<file path="src/rtl/pic_pkg.sv">
// pic_pkg: shared states, command bit positions and OCW2 codes for the PIC sequencer
package pic_pkg;
  typedef enum logic [2:0] {IDLE, WAIT_ICW2, WAIT_ICW3, WAIT_ICW4, READY} state_t;
  localparam int unsigned IC4_BIT  = 0;
  localparam int unsigned SNGL_BIT = 1;
  localparam int unsigned LTIM_BIT = 3;
  localparam int unsigned ICW1_BIT = 4;
  localparam int unsigned AEOI_BIT = 1;
  localparam int unsigned RIS_BIT  = 0;
  localparam int unsigned RR_BIT   = 1;
  localparam int unsigned P_BIT    = 2;
  localparam int unsigned SMM_BIT  = 5;
  localparam int unsigned ESMM_BIT = 6;
  localparam logic [2:0] ROT_AEOI_CLR = 3'b000;
  localparam logic [2:0] EOI_NS       = 3'b001;
  localparam logic [2:0] OCW2_NOP     = 3'b010;
  localparam logic [2:0] EOI_SP       = 3'b011;
  localparam logic [2:0] ROT_AEOI_SET = 3'b100;
  localparam logic [2:0] ROT_EOI_NS   = 3'b101;
  localparam logic [2:0] SET_PRI      = 3'b110;
  localparam logic [2:0] ROT_EOI_SP   = 3'b111;
endpackage

</file>
<file path="src/rtl/pic_wr_edge_detect.sv">
// pic_wr_edge_detect: optional bus register stage plus one-commit-per-pulse write detect
module pic_wr_edge_detect #(
  parameter bit BUS_SYNC = 1'b1
) (
  input  logic       clk,
  input  logic       rst_n,
  input  logic       cs_n,
  input  logic       wr_n,
  input  logic       a0,
  input  logic [7:0] din,
  output logic       wr_commit,
  output logic       a0_q,
  output logic [7:0] din_q
);
  logic cs_s, wr_s, wr_prev;
  if (BUS_SYNC) begin : g_sync
    // register the CPU bus once before decode
    always_ff @(posedge clk or negedge rst_n)
      if (!rst_n) begin
        cs_s  <= 1'b1;
        wr_s  <= 1'b1;
        a0_q  <= 1'b0;
        din_q <= '0;
      end else begin
        cs_s  <= cs_n;
        wr_s  <= wr_n;
        a0_q  <= a0;
        din_q <= din;
      end
  end else begin : g_bypass
    assign cs_s  = cs_n;
    assign wr_s  = wr_n;
    assign a0_q  = a0;
    assign din_q = din;
  end
  // remember last sampled strobe so a long low pulse commits only once
  always_ff @(posedge clk or negedge rst_n)
    if (!rst_n) wr_prev <= 1'b1;
    else wr_prev <= wr_s;
  assign wr_commit = !cs_s && !wr_s && wr_prev;
endmodule

</file>
<file path="src/rtl/pic_command_sequencer.sv">
// pic_command_sequencer: ICW/OCW decode, init sequencing and PIC configuration registers
module pic_command_sequencer
  import pic_pkg::*;
#(
  parameter int NUM_IR   = 8,
  parameter bit BUS_SYNC = 1'b1
) (
  input  logic              clk,
  input  logic              rst_n,
  input  logic              cs_n,
  input  logic              wr_n,
  input  logic              a0,
  input  logic [7:0]        din,
  output logic [NUM_IR-1:0] imr,
  output logic [4:0]        vector_base,
  output logic [7:0]        cascade_cfg,
  output logic              ltim,
  output logic              single_mode,
  output logic              aeoi,
  output logic              rotate_aeoi,
  output logic              special_mask,
  output logic              read_isr,
  output logic              init_done,
  output logic              eoi_pulse,
  output logic              eoi_specific,
  output logic [2:0]        eoi_level,
  output logic              rotate_pulse,
  output logic              poll_pulse,
  output logic              cmd_error
);
  logic       commit, a0_q, ic4;
  logic [7:0] din_q;
  logic [2:0] code;
  state_t     state, state_nxt;
  logic       is_icw1, ld_icw2, ld_icw3, ld_icw4, ld_ocw1, ocw2, ocw3, err;
  pic_wr_edge_detect #(.BUS_SYNC(BUS_SYNC)) u_edge (
    .clk(clk), .rst_n(rst_n), .cs_n(cs_n), .wr_n(wr_n), .a0(a0), .din(din),
    .wr_commit(commit), .a0_q(a0_q), .din_q(din_q)
  );
  assign code      = din_q[7:5];
  assign init_done = state == READY;
  // decode a committed write against the current init/operation state
  always_comb begin
    state_nxt = state;
    ld_icw2   = 1'b0;
    ld_icw3   = 1'b0;
    ld_icw4   = 1'b0;
    ld_ocw1   = 1'b0;
    ocw2      = 1'b0;
    ocw3      = 1'b0;
    err       = 1'b0;
    is_icw1   = commit && !a0_q && din_q[ICW1_BIT];
    if (is_icw1) state_nxt = WAIT_ICW2;
    else if (commit)
      case (state)
        WAIT_ICW2: begin
          ld_icw2   = a0_q;
          err       = !a0_q;
          state_nxt = !a0_q ? state : !single_mode ? WAIT_ICW3 : ic4 ? WAIT_ICW4 : READY;
        end
        WAIT_ICW3: begin
          ld_icw3   = a0_q;
          err       = !a0_q;
          state_nxt = !a0_q ? state : ic4 ? WAIT_ICW4 : READY;
        end
        WAIT_ICW4: begin
          ld_icw4   = a0_q;
          err       = !a0_q;
          state_nxt = a0_q ? READY : state;
        end
        READY: begin
          ld_ocw1 = a0_q;
          ocw2    = !a0_q && !din_q[3];
          ocw3    = !a0_q && din_q[3];
        end
        default: err = 1'b1;
      endcase
  end
  // state register, configuration registers and one-cycle command strobes
  always_ff @(posedge clk or negedge rst_n)
    if (!rst_n) begin
      state        <= IDLE;
      imr          <= '0;
      vector_base  <= '0;
      cascade_cfg  <= '0;
      ltim         <= 1'b0;
      single_mode  <= 1'b0;
      ic4          <= 1'b0;
      aeoi         <= 1'b0;
      rotate_aeoi  <= 1'b0;
      special_mask <= 1'b0;
      read_isr     <= 1'b0;
      eoi_pulse    <= 1'b0;
      eoi_specific <= 1'b0;
      eoi_level    <= '0;
      rotate_pulse <= 1'b0;
      poll_pulse   <= 1'b0;
      cmd_error    <= 1'b0;
    end else begin
      state        <= state_nxt;
      eoi_pulse    <= ocw2 && code[0];
      eoi_specific <= ocw2 && (code == EOI_SP || code == ROT_EOI_SP);
      rotate_pulse <= ocw2 && (code == ROT_EOI_NS || code == ROT_EOI_SP || code == SET_PRI);
      poll_pulse   <= ocw3 && din_q[P_BIT];
      cmd_error    <= err;
      if (is_icw1) begin
        imr          <= '0;
        special_mask <= 1'b0;
        read_isr     <= 1'b0;
        aeoi         <= 1'b0;
        rotate_aeoi  <= 1'b0;
        ic4          <= din_q[IC4_BIT];
        single_mode  <= din_q[SNGL_BIT];
        ltim         <= din_q[LTIM_BIT];
      end
      if (ld_icw2) vector_base <= din_q[7:3];
      if (ld_icw3) cascade_cfg <= din_q;
      if (ld_icw4) aeoi <= din_q[AEOI_BIT];
      if (ld_ocw1) imr <= din_q[NUM_IR-1:0];
      if (ocw2) begin
        eoi_level <= din_q[2:0];
        if (code == ROT_AEOI_SET || code == ROT_AEOI_CLR) begin
          rotate_aeoi <= code[2];
          aeoi        <= code[2];
        end
      end
      if (ocw3 && din_q[RR_BIT]) read_isr <= din_q[RIS_BIT];
      if (ocw3 && din_q[ESMM_BIT]) special_mask <= din_q[SMM_BIT];
    end
endmodule

</file>
<file path="config.mk">
export PLATFORM = sky130hd
export DESIGN_NAME = pic_command_sequencer
export DESIGN_NICKNAME = d
export VERILOG_FILES = /design/src/rtl/pic_pkg.sv /design/src/rtl/pic_wr_edge_detect.sv /design/src/rtl/pic_command_sequencer.sv
export SDC_FILE = /design/constraint.sdc
export NUM_CORES = 1
export LEC_CHECK = 0
export CAP_MARGIN = 20
export CORE_MARGIN = 1.5
export CORE_UTILIZATION = 40
export CTS_BUF_LIST = sky130_fd_sc_hd__clkbuf_4
export DETAILED_ROUTE_END_ITERATION = 16
export HOLD_SLACK_MARGIN = 0.1
export PLACE_DENSITY = 0.67
export SYNTH_ARGS = -nofsm -noshare
export SYNTH_HDL_FRONTEND = slang
export SYNTH_SLANG_ARGS = --single-unit
</file>
<file path="constraint.sdc">
create_clock -name clk -period 2.27 [get_ports clk]
set_input_delay 0.681 -clock clk [delete_from_list [all_inputs] [get_ports clk]]
set_output_delay 0.681 -clock clk [all_outputs]
set_load 0.02 [all_outputs]
</file>
### Word level (Yosys, flattened, before mapping)

Cells that the tools add are included.

| storage, ports and cells | value |
|---|---|
| register bits after elaboration | 51 |
| latch bits | 0 |
| bits in writable memories | 0 |
| bits in read-only memories | 0 |
| input port bits | 13 |
| output and inout bits | 36 |
| word-level logic and storage cells | 103 |
| memories | 0 |

| operators by class | value |
|---|---|
| add/subtract/negate cells | 0 |
| $mul | 0 |
| div/mod/pow operators | 0 |
| order comparisons | 0 |
| equal/unequal tests | 12 |
| shift operators | 0 |
| multiplexer cells | 41 |
| bitwise operators | 0 |
| reduce and logical (&&, ||, !) cells | 28 |

Operator list:

| operator | count |
|---|---|
| 1-bit 2-to-1 mux | 30 |
| 3-bit 2-to-1 mux | 7 |
| 8-bit 2-to-1 mux | 2 |
| 3-bit == test, second input constant | 5 |
| 1-bit logical AND | 12 |
| 3-bit by 2-bit == test with 1-bit output, second input constant | 3 |
| 3-bit by 2-bit != test with 1-bit output, second input constant | 3 |
| 3-bit one-hot mux with 3 select lines | 1 |
| 2-bit nonzero test | 4 |
| 5-bit AND reduction | 1 |
| 1-bit logical NOT | 4 |
| 1-bit logical OR | 4 |
| 4-bit nonzero test | 1 |
| 3-bit by 1-bit == test with 1-bit output, second input constant | 1 |
| 3-bit logical NOT | 1 |
| 3-bit OR reduction | 1 |
| 1-bit one-hot mux with 2 select lines | 1 |

### Depth between registers and ports, before layout

Gate-level depths: netlist of run 1.

| logic depth | value |
|---|---|
| word-level depth | 9 |
| depth in mapped cells | 6 |

### Hierarchy

A second synthesis of run 1 with hierarchy kept.

| second synthesis, totals | value |
|---|---|
| cells, all modules | 152 |
| area, all modules | 2015.7 sq um |

By module, submodules not included:

| module | times used | cells each | area each (sq um) | sequential area each (sq um) |
|---|---|---|---|---|
| pic_command_sequencer | 1 | 139 | 1699.1 | 975.9 |
| pic_wr_edge_detect | 1 | 13 | 316.6 | 304.0 |

### Worst setup path after synthesis of run 1

OpenSTA, ideal clock, no wires.

| timing | value |
|---|---|
| kind | reg-to-reg |
| from | register state[1] |
| to | register aeoi |
| data arrival time | 1.893 ns |
| data required time | 2.145 ns |
| slack | 0.253 ns |
| stages on the path, launching flop included | 6 |
| path buffers | 1 |
| period minus slack after synthesis | 2.017 ns |
| path through | dfrtp_1 > nor3b_1 > and4b_1 > buf_2 > nand2_1 > mux2_2 |

| on the way | value |
|---|---|
| elaborated cells on any way between the ends | 11 |

RTL lines:

| what | RTL line | RTL |
|---|---|---|
| start: declaration | pic_command_sequencer.sv:34 | `state_t state, state_nxt;` |
| start signal: assignment | pic_command_sequencer.sv:100 | `state <= state_nxt;` |
| 3-bit == test | - |  |
| via init_done | pic_command_sequencer.sv:23 | `output logic init_done,` |
| 1-bit 2-to-1 mux | pic_command_sequencer.sv:55 | `case (state)` |
| 1-bit 2-to-1 mux | pic_command_sequencer.sv:54 | `else if (commit)` |
| 1-bit 2-to-1 mux | pic_command_sequencer.sv:53 | `if (is_icw1) state_nxt = WAIT_ICW2;` |
| 1-bit 2-to-1 mux | pic_command_sequencer.sv:120 | `if (ocw2) begin` |
| end signal: assignment | pic_command_sequencer.sv:118 | `if (ld_icw4) aeoi <= din_q[AEOI_BIT];` |
| end signal: assignment | pic_command_sequencer.sv:124 | `aeoi <= code[2];` |
| end: declaration | pic_command_sequencer.sv:19 | `output logic aeoi,` |

The timed path passes the listed nets, and every way through them passes these cells.
A chain may end at the register's enable or synchronous reset.

### Worst setup path in the final report of run 1

| timing | value |
|---|---|
| from | register state[0] |
| to | output init_done |

| on the way | value |
|---|---|
| cells in the longest elaborated chain, start to end | 1 |

Ends and longest elaborated chain:

| what | RTL line | RTL |
|---|---|---|
| 3-bit == test | pic_command_sequencer.sv:41 | `assign init_done = state == READY;` |
| end: declaration | pic_command_sequencer.sv:23 |  |

Every way passes these cells.

==> results of run 1 <==
[power breakdown]
part / internal (mW) / switching (mW)
Sequential: 1.08 / 0.132
Combinational: 0.379 / 0.359
Clock: 0.227 / 0.264
Total: 1.69 / 0.755
[layout make-up]
cell class | count | area, um2
Fill cell | 392 | 2130
Sequential cell | 51 | 1280
Multi-Input combinational cell | 93 | 607
Timing Repair Buffer | 52 | 517
Tap cell | 54 | 67.6
Clock inverter | 3 | 38.8
Clock buffer | 5 | 37.5
Inverter | 4 | 15.0
[synth_stat cells, drive strengths merged]
library cell  count
dfrtp            48
nand2            27
mux2             15
o21ai            15
and3              5
clkbuf            4
inv               4
nor2              4
nor3b             4
dfstp             3
mux2i             3
nand3             3
or4b              3
buf               2
nor2b             2
a211oi            1
a21boi            1
a221oi            1
and2              1
and4b             1
nand2b            1
nand3b            1
nand4bb           1
nor4              1
o21a              1
or3               1
or3b              1
[how the worst min path moves through the flow]
stage	endpoint	slack (ns)	startpoint	cells past startpoint
4_1_cts	cmd_error	0.26	rst_n	1
5_1_grt	cmd_error	0.27	rst_n	1
3_5_place_dp	u_edge.wr_prev	0.38	u_edge.wr_s	0
2_1_floorplan	u_edge.wr_prev	0.36	u_edge.wr_s	0
6_report	cmd_error	0.27	rst_n	1
3_3_place_gp	u_edge.wr_prev	0.37	u_edge.wr_s	0
[routing by layer]
metal / vias to the layer above / wire length [um]
li1: 631 / -
met1: 672 / 1850
met2: 54 / 1980
met3: 7 / 324
met4: 0 / 56
met5: - / 0
[stage by stage]
stage | std cells | area [um2] | utilization | power [mW]
2_1_floorplan | 154 | 1930 | - | 1.57
3_3_place_gp | 254 | 2490 | 0.530 | 1.94
3_5_place_dp | 254 | 2490 | 0.530 | 1.97
4_1_cts | 262 | 2560 | 0.546 | 2.47
5_1_grt | 262 | 2560 | 0.546 | 2.59
6_report | 262 | 2560 | 0.546 | 2.44
[cell families (layout without fill, tap and decap cells)]
kind of cell,Yosys count,after routing,share of synthesized area
AO/OA/AOI/OAI,19,19,0.0552
buffers and inverters,10,64,0.0208
flip-flops,51,51,0.664
multiplexers,18,18,0.103
AND/OR/NAND/NOR,56,56,0.156
[worst max-delay path, cell delays in order, from the launching register on]
cell	delay, ns
sky130_fd_sc_hd__dfrtp_1	0.46
sky130_fd_sc_hd__nor3b_1	0.26
sky130_fd_sc_hd__dlygate4sd2_1	0.37
[registers in the layout, indices dropped and copies added (netlist names), 3 cells and up]
signal / count
u_edge.din_q: 8
vector_base: 5
cascade_cfg: 8
imr: 8
state: 3
eoi_level: 3
[repair_timing]
action,in CTS,in global routing
hold buffers,0,0
endpoints found under the hold margin,0,0
endpoints found under the setup margin,1,0
resized for setup,1,0
==> results.txt, run 1 <==
* Detailed router's first-iteration violation count: 87
* Post-Syn Area: 1930 um2
- In this run the mean area of a mapped cell was 12.5 um2.
- After routing, the total negative slack on setup checks comes to 0 ns.
* Proportion of layout cells with a drive suffix above 1: 0.154
- The routed layout has 1364 vias.
* Required time reported for the critical path endpoint: 1.59 ns
- Wire length of the first global-routing pass: 6.94 mm
- The tool flagged a number of max-cap violations equal to 0.
- Placeable core region: 4690 um2
* Die extent in y: 72.4 um
* Post-layout min period: 2.12 ns
- Of the synthesized area, sequential elements account for 0.664.
- The initial utilization of the core area, before any placement, comes to 0.411.
* Unrepaired setup endpoints after global routing: no
* Detailed placement HPWL: 3.00 mm
- Final hold viol count: 0
- Inserted Diodes: 0
- Startpoint type of the worst setup path: flop
- Post-synthesis instance total: 154
- Depth of the most critical reg-to-reg path: 4
- The worst-case IR drop observed on VDD is 0.611 mV.
- Hold WS: 0.266 ns
* Worst hold-check path type: primary input to async pin
* Growth of design area from synthesis to finish: 33.0%
- The setup check on the worst reg-to-reg path leaves a slack of 0.21 ns.
- Timing would allow up to 471 MHz.
- GR Util All Layers: 0.177
* Final routed wire length divided by cell count: 16.1 um
- Critical path endpoint category: primary output
- Clock Tree Buf Depth: 2
- For this run, the post-layout net count is 220.
- Entering global routing, the biggest net connects 32 pins.
- Number of library cell types mapped by synthesis: 29
- Dividing the final minimum period by the clock period gives 0.936.
* Final Slew Violations: 0
- In this run the static leakage power is 1.17 nW.
- Setup violations remaining at the end of the flow were counted as 0.
* Busiest layer in global routing: met2
* Place WS: 0.254 ns
- Counting every net in the synthesized netlist gives 167.
- Site Rows: 25
- In the global route stage, met2 resource usage came out at 0.271.
- Number of sinks driven by the clock tree: 51
* Later-pin clock latency in the skew report: 0.36 ns
- Flops & latches, synth: 51
* Buffer count from post-CTS setup fixing: 0
- P per Cell Area: 953 nW/um2
- Using the TritonRoute via totals, the vias-per-cell ratio works out to 5.21.
- The number of antenna violations at the first check in global routing came to 0.
* Worst Tran Pin Value: 0.505 ns
* GR Util met1: 0.235
- Of all nets on the critical path, the largest fanout is 7.
- Global placement routability congestion: 0.768
* Remaining DRCs: 0
* Count of antenna-violating nets left after detailed routing: 0
- Number of optimization iterations in the first detailed-route pass: 4
* Via count of the first global-routing pass: 1430
- The number of clock buffers added by TritonCTS is 5.
- Cells taking the most area after synthesis: sky130_fd_sc_hd__dfrtp_1, sky130_fd_sc_hd__mux2_2, sky130_fd_sc_hd__nand2_1
- Level count of the clock H-tree: 2
* Worst reg2reg startpoint: u_edge.wr_prev
* Final setup margin: 0.145 ns
* Leading cell type in the layout, fill and taps excluded: sky130_fd_sc_hd__dfrtp_1
* CTS tree: built
* Clock-pin transition on the worst setup and hold timing paths: 0.13 ns
* Run status: finished, final reports clean
- During synthesis, Yosys emitted a total of 0 warnings.
* Total grt overflow: 0
* Top Ports: 49
- On the final layout, the worst clock skew is 0.00562 ns.
- Data arrival time at the worst-slack endpoint: 1.44 ns
- The die covers 5240 um2.
- CTS placed an instance of sky130_fd_sc_hd__clkbuf_4 at the clock tree root.
* Port Buffer Count: 48
* Endpoint of the most critical register-to-register path: state[0]
* Critical Path Start: state[0]
- Of the post-synthesis cell area, the dominant cell type holds 0.623.
* Die width: 72.4 um
- Measured against its own limit, the worst slew margin works out to 0.664.
* Cell accounting for the most synthesized area: sky130_fd_sc_hd__dfrtp_1
- Leaving out fill and tap cells, the most frequent cells in the layout are sky130_fd_sc_hd__dfrtp_1, sky130_fd_sc_hd__clkdlybuf4s50_1, sky130_fd_sc_hd__nand2_1.
* Crit path to: init_done
* Routed wire length: 4.21 mm
- Category of the most critical setup path: flop to primary output
- In the global route stage, met3 resource usage came out at 0.0611.
(Power assumes the default switching activity.)
==> run 2: changes to the inputs <==
--- a/config.mk
+++ b/config.mk
@@ -9,6 +9,7 @@
 export CORE_MARGIN = 1.5
 export CORE_UTILIZATION = 40
 export CTS_BUF_LIST = sky130_fd_sc_hd__clkbuf_4
+export CTS_CLUSTER_DIAMETER = 80
 export DETAILED_ROUTE_END_ITERATION = 16
 export HOLD_SLACK_MARGIN = 0.1
 export PLACE_DENSITY = 0.67
==> results of run 2 <==
The final DEF is identical to that of run 1; final timing and power are the same.
